==> src/rtl/sign_pkg.sv <==
// Definitions shared by the relay-sign message writer and scroller.
// Segment patterns are gfedcba, active-low; FSM state encodings live here too.
package sign_pkg;

   localparam logic [6:0] SEG_BLANK = 7'b1111111;
   localparam logic [6:0] SEG_DASH  = 7'b0111111;

   localparam logic [6:0] SEG_0 = 7'b1000000;
   localparam logic [6:0] SEG_1 = 7'b1111001;
   localparam logic [6:0] SEG_2 = 7'b0100100;
   localparam logic [6:0] SEG_3 = 7'b0110000;
   localparam logic [6:0] SEG_4 = 7'b0011001;
   localparam logic [6:0] SEG_5 = 7'b0010010;
   localparam logic [6:0] SEG_6 = 7'b0000010;
   localparam logic [6:0] SEG_7 = 7'b1111000;
   localparam logic [6:0] SEG_8 = 7'b0000000;
   localparam logic [6:0] SEG_9 = 7'b0010000;

   localparam logic [6:0] SEG_A = 7'b0001000;
   localparam logic [6:0] SEG_B = 7'b0000011;
   localparam logic [6:0] SEG_C = 7'b1000110;
   localparam logic [6:0] SEG_D = 7'b0100001;
   localparam logic [6:0] SEG_E = 7'b0000110;
   localparam logic [6:0] SEG_F = 7'b0001110;
   localparam logic [6:0] SEG_H = 7'b0001001;
   localparam logic [6:0] SEG_I = 7'b1111001;
   localparam logic [6:0] SEG_L = 7'b1000111;
   localparam logic [6:0] SEG_O = 7'b1000000;
   localparam logic [6:0] SEG_P = 7'b0001100;
   localparam logic [6:0] SEG_R = 7'b0101111;
   localparam logic [6:0] SEG_S = 7'b0010010;
   localparam logic [6:0] SEG_U = 7'b1000001;
   localparam logic [6:0] SEG_V = 7'b1000001;

   typedef enum logic [1:0] {
      ST_IDLE   = 2'd0,
      ST_LOAD   = 2'd1,
      ST_COMMIT = 2'd2
   } wr_state_e;

endpackage

==> src/rtl/sign_message_writer_seg_encoder.sv <==
// ASCII to active-low seven-segment encoder; case-insensitive.
// o_valid is low for characters the sign cannot display (pattern is then blank).
module seg_encoder
   import sign_pkg::*;
(
   input  logic [7:0] i_char,
   output logic [6:0] o_seg,
   output logic       o_valid
);

   logic [7:0] w_upper;

   // Fold lowercase letters onto uppercase
   always_comb begin
      w_upper = i_char;
      if ((i_char >= 8'h61) && (i_char <= 8'h7A)) begin
         w_upper = i_char - 8'h20;
      end else begin
         w_upper = i_char;
      end
   end

   // Character lookup
   always_comb begin
      o_seg   = SEG_BLANK;
      o_valid = 1'b1;
      case (w_upper)
         8'h30: o_seg = SEG_0;
         8'h31: o_seg = SEG_1;
         8'h32: o_seg = SEG_2;
         8'h33: o_seg = SEG_3;
         8'h34: o_seg = SEG_4;
         8'h35: o_seg = SEG_5;
         8'h36: o_seg = SEG_6;
         8'h37: o_seg = SEG_7;
         8'h38: o_seg = SEG_8;
         8'h39: o_seg = SEG_9;
         8'h41: o_seg = SEG_A;
         8'h42: o_seg = SEG_B;
         8'h43: o_seg = SEG_C;
         8'h44: o_seg = SEG_D;
         8'h45: o_seg = SEG_E;
         8'h46: o_seg = SEG_F;
         8'h48: o_seg = SEG_H;
         8'h49: o_seg = SEG_I;
         8'h4C: o_seg = SEG_L;
         8'h4F: o_seg = SEG_O;
         8'h50: o_seg = SEG_P;
         8'h52: o_seg = SEG_R;
         8'h53: o_seg = SEG_S;
         8'h55: o_seg = SEG_U;
         8'h56: o_seg = SEG_V;
         8'h20: o_seg = SEG_BLANK;
         8'h2D: o_seg = SEG_DASH;
         default: begin
            o_seg   = SEG_BLANK;
            o_valid = 1'b0;
         end
      endcase
   end

endmodule

==> src/rtl/sign_message_writer.sv <==
// Message-entry side of the relay sign: encodes incoming characters into a shadow
// bank and swaps it live atomically on commit; the scroller reads the active bank.
module sign_message_writer
   import sign_pkg::*;
#(
   parameter int DEPTH  = 16,
   parameter int ADDR_W = 4
) (
   input  logic              clk,
   input  logic              rst_n,
   input  logic              wr_valid,
   output logic              wr_ready,
   input  logic [7:0]        wr_char,
   input  logic              wr_last,
   input  logic              clear,
   input  logic [ADDR_W-1:0] rd_addr,
   output logic [6:0]        rd_seg,
   output logic [ADDR_W:0]   msg_len,
   output logic              msg_swap,
   output logic              bad_char,
   output logic              overflow
);

   wr_state_e         r_state;
   wr_state_e         w_next_state;
   logic [6:0]        r_bank [0:1][0:DEPTH-1];
   logic              r_bank_sel;
   logic [ADDR_W:0]   r_wr_idx;
   logic [ADDR_W:0]   w_wr_idx_next;
   logic [ADDR_W:0]   r_msg_len;
   logic [6:0]        r_rd_seg;
   logic              r_msg_swap;
   logic              r_overflow;
   logic [6:0]        w_enc_seg;
   logic              w_enc_valid;
   logic              w_accept;
   logic              w_wr_en;
   logic              w_commit;
   logic              w_set_ovf;
   logic              w_at_end;
   logic              w_shadow_sel;

   seg_encoder u_seg_encoder (
      .i_char  (wr_char),
      .o_seg   (w_enc_seg),
      .o_valid (w_enc_valid)
   );

   assign wr_ready     = (r_state != ST_COMMIT);
   assign w_accept     = wr_valid & wr_ready;
   assign w_at_end     = (r_wr_idx == (ADDR_W+1)'(DEPTH-1));
   assign w_shadow_sel = ~r_bank_sel;

   // Next-state and write-control decode; clear outranks a same-cycle write
   always_comb begin
      w_next_state  = r_state;
      w_wr_idx_next = r_wr_idx;
      w_wr_en       = 1'b0;
      w_commit      = 1'b0;
      w_set_ovf     = 1'b0;
      case (r_state)
         ST_IDLE, ST_LOAD: begin
            if (clear) begin
               w_next_state  = ST_IDLE;
               w_wr_idx_next = '0;
            end else if (w_accept) begin
               w_wr_en       = 1'b1;
               w_wr_idx_next = r_wr_idx + (ADDR_W+1)'(1);
               if (wr_last || w_at_end) begin
                  w_next_state = ST_COMMIT;
                  w_set_ovf    = ~wr_last;
               end else begin
                  w_next_state = ST_LOAD;
               end
            end else begin
               w_next_state = r_state;
            end
         end
         ST_COMMIT: begin
            w_commit      = 1'b1;
            w_next_state  = ST_IDLE;
            w_wr_idx_next = '0;
         end
         default: begin
            w_next_state  = ST_IDLE;
            w_wr_idx_next = '0;
         end
      endcase
   end

   // FSM state register
   always_ff @(posedge clk or negedge rst_n) begin
      if (!rst_n) begin
         r_state <= ST_IDLE;
      end else begin
         r_state <= w_next_state;
      end
   end

   // Double-buffered message store; writes only ever touch the shadow bank
   always_ff @(posedge clk or negedge rst_n) begin
      if (!rst_n) begin
         for (int b = 0; b < 2; b++) begin
            for (int i = 0; i < DEPTH; i++) begin
               r_bank[b][i] <= SEG_BLANK;
            end
         end
      end else if (w_wr_en) begin
         r_bank[w_shadow_sel][r_wr_idx[ADDR_W-1:0]] <= w_enc_seg;
      end
   end

   // Write index, bank select, length, status flags and registered read port
   always_ff @(posedge clk or negedge rst_n) begin
      if (!rst_n) begin
         r_wr_idx   <= '0;
         r_bank_sel <= 1'b0;
         r_msg_len  <= '0;
         r_msg_swap <= 1'b0;
         r_overflow <= 1'b0;
         r_rd_seg   <= SEG_BLANK;
      end else begin
         r_wr_idx   <= w_wr_idx_next;
         r_msg_swap <= w_commit;
         if (w_commit) begin
            r_bank_sel <= ~r_bank_sel;
            r_msg_len  <= r_wr_idx;
         end
         if (w_set_ovf) begin
            r_overflow <= 1'b1;
         end
         // Entries past the active length are masked rather than cleared
         if ({1'b0, rd_addr} < r_msg_len) begin
            r_rd_seg <= r_bank[r_bank_sel][rd_addr];
         end else begin
            r_rd_seg <= SEG_BLANK;
         end
      end
   end

   assign rd_seg   = r_rd_seg;
   assign msg_len  = r_msg_len;
   assign msg_swap = r_msg_swap;
   assign overflow = r_overflow;
   assign bad_char = w_wr_en & ~w_enc_valid;

endmodule

==> config.mk <==
export PLATFORM = sky130hd
export DESIGN_NAME = sign_message_writer
export DESIGN_NICKNAME = d
export VERILOG_FILES = /design/src/rtl/sign_pkg.sv /design/src/rtl/sign_message_writer_seg_encoder.sv /design/src/rtl/sign_message_writer.sv
export SDC_FILE = /design/constraint.sdc
export NUM_CORES = 1
export LEC_CHECK = 0
export CAP_MARGIN = 20
export CORE_MARGIN = 2
export CORE_UTILIZATION = 50
export CTS_CLUSTER_DIAMETER = 80
export CTS_CLUSTER_SIZE = 20
export DETAILED_ROUTE_END_ITERATION = 12
export PLACE_DENSITY = 0.73
export SLEW_MARGIN = 20
export SYNTH_ARGS = -nofsm -noshare
export SYNTH_HDL_FRONTEND = slang
export SYNTH_SLANG_ARGS = --single-unit
==> constraint.sdc <==
create_clock -name clk -period 3.6 [get_ports clk]
set_input_delay 0.72 -clock clk [delete_from_list [all_inputs] [get_ports clk]]
set_output_delay 0.72 -clock clk [all_outputs]
set_load 0.005 [all_outputs]
* Yosys cells after proc, flatten, opt, wreduce, memory -nomap -nowiden
Cells that the tools add are included.
Widths: inputs -> output; s select.
** Cells by class
- Add/sub/neg operators :: 2
- $lt $le $gt $ge :: 9
- Equality and inequality tests :: 32
- Mux-type cells :: 30
- Bitwise operators :: 9
- Reductions and logical operators :: 11
** Operator list (number)
- $mux 112 :: 4
- $bwmux 224 :: 1
- $pmux 7 s22 :: 1
- $eq 8x7->1 const B :: 15
- $demux 112 s1 :: 1
- $eq 8x6->1 const B :: 12
- $bmux 7 s4 :: 1
- $demux 7 s4 :: 1
- $mux 7 :: 4
- $reduce_or 27->1 :: 1
- $mux 5 :: 3
- $ge 5x5->1 const B :: 2
- $not 4->5 :: 2
- $reduce_or 2->1 :: 5
- $mux 1 :: 9
- $ge 8x7->1 const B :: 1
- $le 8x7->1 const B :: 1
- $mux 2 :: 4
- $mux 8 :: 1
- $sub 8x6->8 const B :: 1
- $add 5x1->5 const B :: 1
- $eq 5x4->1 const B :: 1
- $lt 4x5->1 :: 1
- $lt 5x1->1 const B :: 1
- other kinds (12) :: 19
** Word-level totals
- Bits in registers :: 246
- Bits of input ports :: 17
- Output and inout bits :: 16
- Logic and storage cells :: 132

* Logic depth before layout (Yosys ltp)
Gate-level depths: netlist of the first run.
- Word-level depth :: 8
- Gate-level depth with buffers :: 10
- Gate-level depth less buffers :: 8

* Modules after synthesis
A second synthesis of the first run with hierarchy kept.
** Unflattened totals
- Cells, all modules :: 859
- Area total of the unflattened synthesis :: 12308.1 sq um
** Modules (own cells, without submodules)
- sign_message_writer :: instances 1, cells an instance 736, area an instance 11562.3 sq um, seq. area each 6444.9 sq um
- seg_encoder :: instances 1, cells an instance 123, area an instance 745.7 sq um, seq. area each 0.0 sq um

* Worst setup path after synthesis of the first run
OpenSTA, ideal clock, no wires.
- Path kind :: in2out
- From :: input wr_char[0]
- To :: output bad_char
- Arrival :: 2.532 ns
- Required time :: 2.880 ns
- Path slack :: 0.348 ns
- Stages :: 7
- Buffers on the path :: 1
- Cell sequence :: or4_1 -> a21oi_2 -> o41ai_2 -> nor4_4 -> nand3_2 -> buf_2 -> a311oi_1
** Between the ends
- Longest elaborated chain between the ends :: 8
- Elaborated cells between the ends (all ways) :: 36
- Classes of those cells :: 1 x add/sub; 2 x order compare; 27 x eq/ne; 2 x mux; 2 x bitwise; 2 x reduce/logical
** RTL lines
- start, declared :: RTL line sign_message_writer.sv:13 : input logic [7:0] wr_char,
- $ge 8x7->1 or $le 8x7->1 (tied branches) :: RTL line sign_message_writer_seg_encoder.sv:16 : if ((i_char >= 8'h61) && (i_char <= 8'h7A)) begin
- $logic_and 1x1->1 :: RTL line sign_message_writer_seg_encoder.sv:16
- $mux 8 (*) :: RTL line sign_message_writer_seg_encoder.sv:16
- $eq 8x6->1 or $eq 8x7->1 (tied branches) :: RTL line sign_message_writer_seg_encoder.sv:27 : case (w_upper)
- $reduce_or 27->1 (no source line) (*)
- $mux 1 (*) :: RTL line sign_message_writer_seg_encoder.sv:27
- $not 1->1 (*) :: RTL line sign_message_writer.sv:145 : assign bad_char = w_wr_en & ~w_enc_valid;
- $and 1x1->1 (*) :: RTL line sign_message_writer.sv:145
- end, declared :: RTL line sign_message_writer.sv:20 : output logic bad_char,
Mark *: on every way between the ends. The rest lies on a longest branch, timed or not.

* Final worst setup path of the first run
- From :: input wr_char[7]
- To :: output bad_char
The elaborated chain is that of the path after synthesis.

==> implementation parameters, run 1 <==
Parameter                              Value

Yosys
  Share of synthesized cell area in and, or, nand and nor gates    15.0%
  Adder-cell share of the synthesized area    less than 1%
  Post-synth EDFFs    0
  Ranking of synthesized cells by instance count    dfstp_2, nor2_1, a21oi_1, nand2_1, mux4_2
  Yosys reg bits    246
  Most instantiated flip-flop cell in the synthesis netlist    dfstp_2
  Post-synth cell types    between 60 and 70
  Ranking of synthesized cells by area    dfstp_2, mux4_2, nor2_1
  Nets in the synthesized netlist    between 1,000 and 1,500
  Share of the synthesized netlist area taken by xor and xnor gates    less than 1%
  Multiplexer share of the synthesized area    13.8%
  Syn Area/Cell    10.8 um2
  Synthesized netlist cell count    1,131
  Part of the Yosys area used for sequential elements    52.8%
  Post-synthesis compound-gate area fraction    a little over an eighth
  Post-synth top area share    49.7%
  Syn. warnings    0
  Synth Cell Area    12,200 um2
  Library cell with the highest instance count after synthesis    dfstp_2
  Area leader, netlist    dfstp_2
  Largest family of logic cells by synthesized area    simple AND/OR/NAND/NOR gates
  Async set or reset register ratio after synthesis    100%

Worst setup path
  Crit path buf inv count    2
  Crit path required time    2.88 ns
  Slowest CP cell    clkdlybuf4s50_1
  Setup crit start kind    input pin
  Maximum cell stage delay along the critical path    roughly 0.60 ns
  Critical path class    input pin to output pin
  Series of cell instances along the critical path    clkdlybuf4s50_1, or3b_2, a211oi_2, a32o_2, nor4_4, nand3_4, a311oi_2, buf_2
  Largest driver fanout on the critical path    6
  Kind of end point of the critical path    output pin
  Critical path arrival    2.78 ns
  Kind of cell adding the most delay to the critical path    buffers and inverters

Die
  Starting utilization of the core area    50.5%
  Number of rows created at floorplan    57
  IO Count    33
  Core Region    24,200 um2
  Die area    25,700 um2
  Die height    160 um
  Die X    160 um

Drt
  Antenna-violating nets left    0
  Iteration-0 DRC count of the detailed router    slightly above 700
  Detailed-route DRC error count    0
  Final wirelength    roughly 31,000 um
  Detailed Routing Iterations Pass 1    5
  Post-detailed-route via-to-cell ratio    6.01
  Average detailed-routed wire length per instance    20.3 um
  Routed via count    9,067

Cells and area
  Nets    1,207
  Core utilization of the finished layout    57.7%
  Layout fillers    2,016
  Area growth from synthesis to layout    14.2%
  Count of antenna diodes in the layout    0
  Finished Cell Area    14,000 um2
  Footprint of the multi-input gates    approximately 5400 um2
  Flip-flop and latch area    roughly 6400 um2
  Layout cell share with drive strength beyond 1    between 30% and 40%

Global route
  Number of global-route vias before repair    9,125
  Global Route Usage Sum    24.5%
  Pin count of the biggest net entering global routing    96
  GRT overflow    0
  Global-route wire length before repair    50,100 um
  Number of antenna violations at the first check in global routing    0

Clocking
  TritonCTS sink count    246
  Clock Pin Slew Worst Setup and Hold Paths    roughly 0.080 ns
  Clock tree from TritonCTS    yes
  Max Root-Sink Buffers    3
  Number of levels the H-tree was split into    1
  Root Driver    clkbuf_16
  Number of buffers added by the clock tree synthesis step    16
  Clock network latency to the later pin of the worst-skew pair    0.51 ns
  Cts hold-fix bufs    0

Timing
  Smallest setup slack after layout    0.0976 ns
  Max Transition Viols Final    0
  Worst Skew    between 0.03 and 0.04 ns
  Final setup vio count    0
  Final worst path period need    3.50 ns
  Pin slew with the least headroom to its limit    0.757 ns
  Worst slew margin relative to its limit    around half
  Accumulated negative setup slack    0 ns
  Hold WS    0.214 ns
  Total count of hold-check failures in the final report    0
  Maximum clock rate    286 MHz
  Fraction of the cycle the final worst path needs    97.3%

Power
  Leakage Power    around 5.3 nW
  IR drop worst, VDD    0.370 mV
  Power per Cell Area    a little under 500 nW/um2

Placement
  Routability congestion estimate    between 0.8 and 0.9
  PortBufs    32
  Placed Area    13,400 um2
  Worst setup slack after placement    -0.490 ns
  Sum of net half-perimeters after detailed placement    roughly 21,000 um

Run
  Count of max-cap constraint violations    0

Run status
  Run status    finished clean

Hold path
  Type of the tightest min-delay check    input pin to async pin
[through the flow]
step	total power [W]	cells
global placement	0.00491	1484
detailed placement	0.00496	1484
global route	0.00703	1508
finish	0.00670	1508
floorplan	0.00444	1131
CTS	0.00673	1505
[where the power goes]
group,switching [W],internal (W)
sequential,0.000212,0.00329
combinational,0.000722,0.000706
clock,0.000917,0.000859
total,0.00185,0.00485
[routing by layer]
layer,GRT usage [%],up-vias,wire [um]
li1,-,4186,-
met1,35.1,4531,13300
met2,39.0,296,14700
met3,3.95,54,1870
met4,7.58,0,798
met5,0,-,0
[placed cells by master (no fill, tap or decap), drive strengths merged, types with 19 or more instances in the layout]
cell type        n
clkdlybuf4s50   24
nor2           213
nor3            26
buf             89
a41oi           32
o21ai           68
mux4            70
nand2          105
a31oi           36
dfstp          231
a21oi          110
clkbuf          19
[final cells by class]
cell class | count | area share [%]
Sequential cell | 246 | 46.2
Clock buffer | 19 | 3.10
Tap cell | 324 | 2.91
Clock inverter | 2 | 0.117
Multi-Input combinational cell | 784 | 39.0
Timing Repair Buffer | 118 | 8.28
Inverter | 15 | 0.404
[sequential cells by signal, indices dropped and copies added, names as in the netlist]
name        cells
r_bank        224
rd_seg          7
msg_swap        1
r_bank_sel      1
r_wr_idx        5
overflow        1
msg_len         5
r_state         2
[cell families (layout without fill, tap and decap cells)]
| logic type | count (synthesis) | after routing |
|---|---|---|
| xor+xnor | 7 | 7 |
| buf+inv | 101 | 154 |
| compound gates | 274 | 274 |
| fa+ha+maj | 9 | 9 |
| simple gates | 413 | 413 |
| flops | 246 | 246 |
| mux | 81 | 81 |
[what timing repair did]
action	in CTS	in global routing
resized for setup	9	12
setup buffers	0	3
endpoints found under the hold margin	0	0
pin swaps	5	4
endpoints found under the setup margin	1	1
[worst paths after layout]
path	endpoint	from	slack, ns	depth (start not counted)
setup / recovery	bad_char	wr_char[7]	0.1	8
hold / removal	msg_len[0]	rst_n	0.21	1
setup reg to reg	rd_seg[0]	r_bank_sel	1.04	5
hold reg to reg	overflow	overflow	0.48	1
max in group asynchronous	r_bank[157]	rst_n	2.43	2
min in group clk	overflow	overflow	0.48	1
Note: power is estimated with default switching activity, not from simulation.
==> inputs of run 2 (changes only) <==
SYNTH_HIERARCHICAL = 1   (was unset)
==> run 2 against run 1 <==
Against the previous run:
- non-clock buffer count fell by 38
- wire length fell by 12%
- final area fell by 1.8%
- die area rose by 0.75%
- register-to-register slack got worse by 0.03 ns
- setup slack improved by 0.12 ns
==> implementation parameters, run 2 <==
Parameter                              Value

Timing
  Worst Skew    0.0183 ns (-0.0181 ns)
  Total count of hold-check failures in the final report    0 (unchanged)
  Worst slew margin relative to its limit    55.8% (+6.4 points)
  Maximum clock rate    296 MHz (+3.7%)
  Fraction of the cycle the final worst path needs    93.9% (-3.4 points)
  Hold WS    0.483 ns (+0.269 ns)
  Pin slew with the least headroom to its limit    0.663 ns (-0.0934 ns)
  Final setup vio count    0 (unchanged)
  Max Transition Viols Final    0 (unchanged)
  Unrepaired setup endpoints after global routing    no
  Final worst path period need    3.38 ns (-0.123 ns)
  Accumulated negative setup slack    0 ns (unchanged)

Worst setup path
  Reg2Reg Setup Slack    1.01 ns (-0.03 ns)
  Reg-to-reg critical path endpoint    rd_seg[1]
  Startpoint of the most critical register-to-register path    r_bank_sel
  Reg2reg path depth    5 (unchanged)
  Slowest CP cell    clkdlybuf4s50_1
  Worst Setup EP    bad_char
  Crit path required time    2.88 ns (about the same)
  Kind of end point of the critical path    output pin
  Most prevalent standard cell on the critical path    nand3b_1
  Critical path class    input pin to output pin
  Largest driver fanout on the critical path    3 (-3)
  Critical path arrival    2.66 ns (-0.12 ns)
  CP startpoint    wr_char[5]
  Maximum cell stage delay along the critical path    0.47 ns (-0.13 ns)
  Setup crit start kind    input pin
  Series of cell instances along the critical path    clkdlybuf4s50_1, inv_1, ha_1, o21ai_0, nand3b_1, nand3b_1, o311ai_2, nor2_1, dlygate4sd2_1

Yosys
  Nets in the synthesized netlist    885 (-24%)
  Synth Cell Area    12,300 um2 (+0.77%)
  Part of the Yosys area used for sequential elements    52.4% (-0.40 points)
  Yosys reg bits    246 (unchanged)
  Post-synth cell types    62 (unchanged)
  Library cell with the highest instance count after synthesis    dfstp_2
  Syn. warnings    6 (+6)
  Area leader, netlist    dfstp_2
  Most instantiated flip-flop cell in the synthesis netlist    dfstp_2
  Ranking of synthesized cells by instance count    dfstp_2, mux2_2, mux4_2, nand2_1
  Synthesized netlist cell count    859 (-24%)
  Syn Area/Cell    14.3 um2 (+33%)
  Ranking of synthesized cells by area    dfstp_2, mux2_2, mux4_2
  Post-synth EDFFs    0 (unchanged)
  Post-synth top area share    49.3% (-0.38 points)
  Async set or reset register ratio after synthesis    100% (unchanged)

Die
  Die height    161 um (+0.37%)
  Die X    161 um (+0.37%)
  IO Count    33 (unchanged)
  Core Region    24,200 um2 (+0.30%)
  Number of rows created at floorplan    57 (unchanged)
  Die area    25,900 um2 (+0.75%)
  Starting utilization of the core area    50.8% (+0.24 points)

Clocking
  Root Driver    clkbuf_16
  Clock tree from TritonCTS    yes
  Number of levels the H-tree was split into    1 (unchanged)
  TritonCTS sink count    246 (unchanged)
  Clock network latency to the later pin of the worst-skew pair    0.49 ns (-0.02 ns)
  Number of buffers added by the clock tree synthesis step    16 (unchanged)
  Clock Pin Slew Worst Setup and Hold Paths    0.08 ns (about the same)
  Cts hold-fix bufs    0 (unchanged)
  Max Root-Sink Buffers    3 (unchanged)

Run
  Count of max-cap constraint violations    0 (unchanged)

Cells and area
  Leading cell type in the layout, fill and taps excluded    dfstp_2
  Area growth from synthesis to layout    11.3%
  Layout cell share with drive strength beyond 1    67.8% (+31 points)
  Core utilization of the finished layout    56.5% (-1.2 points)
  Max reg flops    224 (unchanged)
  Layout fillers    1,938 (-3.9%)
  Nets    920 (-24%)
  Register bank with the most flops    r_bank
  Highest-count cells in the layout ignoring fill and taps    dfstp_2, mux2_2, mux4_2
  Count of antenna diodes in the layout    0 (unchanged)
  Finished Cell Area    13,700 um2 (-1.8%)

Global route
  Pin count of the biggest net entering global routing    92 (-4.2%)
  GRT overflow    0 (unchanged)
  Global-route wire length before repair    42,900 um (-14%)
  Number of global-route vias before repair    7,437 (-18%)
  Number of antenna violations at the first check in global routing    0 (unchanged)
  Global Route Usage Sum    21.2% (-3.4 points)

Placement
  Routability congestion estimate    0.866 (-3.4%)
  Placed Area    13,200 um2 (-1.6%)
  PortBufs    32 (unchanged)
  Sum of net half-perimeters after detailed placement    17,900 um (-16%)

Drt
  Detailed-route DRC error count    0 (unchanged)
  Antenna-violating nets left    0 (unchanged)
  Final wirelength    26,900 um (-12%)
  Average detailed-routed wire length per instance    22.0 um (+8.3%)
  Iteration-0 DRC count of the detailed router    413 (-43%)
  Post-detailed-route via-to-cell ratio    5.91 (-1.8%)
  Detailed Routing Iterations Pass 1    4 (-1)
  Routed via count    7,218 (-20%)

Run status
  Run status    finished clean

Hold path
  Type of the tightest min-delay check    input pin to async pin

Power
  Power per Cell Area    479 nW/um2 (-0.19%)
  IR drop worst, VDD    0.318 mV (-14%)
  Leakage Power    5.54 nW (+4.1%)
==> run 2: area by class of cell <==
class                           count  area [um2]  area share (%)
Sequential cell                   246        6450            47.1
Multi-Input combinational cell    539        5540            40.4
Tap cell                          324         405            2.96
Clock buffer                       20         437            3.19
Inverter                           11        41.3           0.301
Timing Repair Buffer               80         805            5.87
Clock inverter                      2        21.3           0.155
==> run 2: where the power goes <==
group / internal (W) / leakage (nW) / total, W / switching, W
sequential: 0.00327 / 2.59 / 0.00353 / 0.000253
clock: 0.000865 / 0.224 / 0.00178 / 0.000917
combinational: 0.000703 / 2.73 / 0.00126 / 0.000557
==> run 2: cells by family after synthesis <==
| kind of cell | Yosys count | share of synthesized area, % |
|---|---|---|
| buf+inv | 74 | 2.80 |
| mux | 287 | 31.3 |
| xor+xnor | 6 | 0.427 |
| compound gates | 90 | 5.32 |
| simple gates | 147 | 6.84 |
| fa+ha+maj | 9 | 0.915 |
| flops | 246 | 52.4 |
==> run 2: worst min path at each step <==
stage               startpoint           to  slack [ns]  cells after the start
finish                   rst_n   r_bank[65]        0.48                      1
global route             rst_n   r_bank[65]        0.53                      1
CTS                      rst_n  r_bank[188]        0.50                      1
detailed placement  r_state[0]   r_state[0]        0.51                      2
global placement    r_state[0]   r_state[0]        0.50                      2
floorplan                rst_n   msg_len[0]        0.42                      0
==> run 2: metal layers <==
layer / up-vias / wire length, um / track usage (%)
met1: 3804 / 12400 / 30.7
met4: 0 / 548 / 5.32
li1: 3234 / - / -
met5: - / 0 / 0
met2: 138 / 13000 / 34.6
met3: 42 / 920 / 2.12
==> run 2: timing repair <==
action | CTS | global route
setup endpoints to repair | 1 | 0
resized for setup | 2 | 0
buffers inserted | 1 | 0
==> run 2: per-stage QoR <==
step / setup WS, ns / std cells / total power (W)
CTS: 0.202 / 1221 / 0.00664
global placement: -0.0693 / 1198 / 0.00480
floorplan: 0.971 / 859 / 0.00443
finish: 0.221 / 1222 / 0.00657
global route: 0.0367 / 1222 / 0.00687
detailed placement: -0.111 / 1198 / 0.00483
==> run 2: critical path: cells and delay by family <==
family / cells / cell delay, ns
AOI/OAI and AO/OA: 2 / 0.43
adders and majority gates: 1 / 0.27
and+or+nand+nor: 3 / 0.45
buffers and inverters: 3 / 0.78
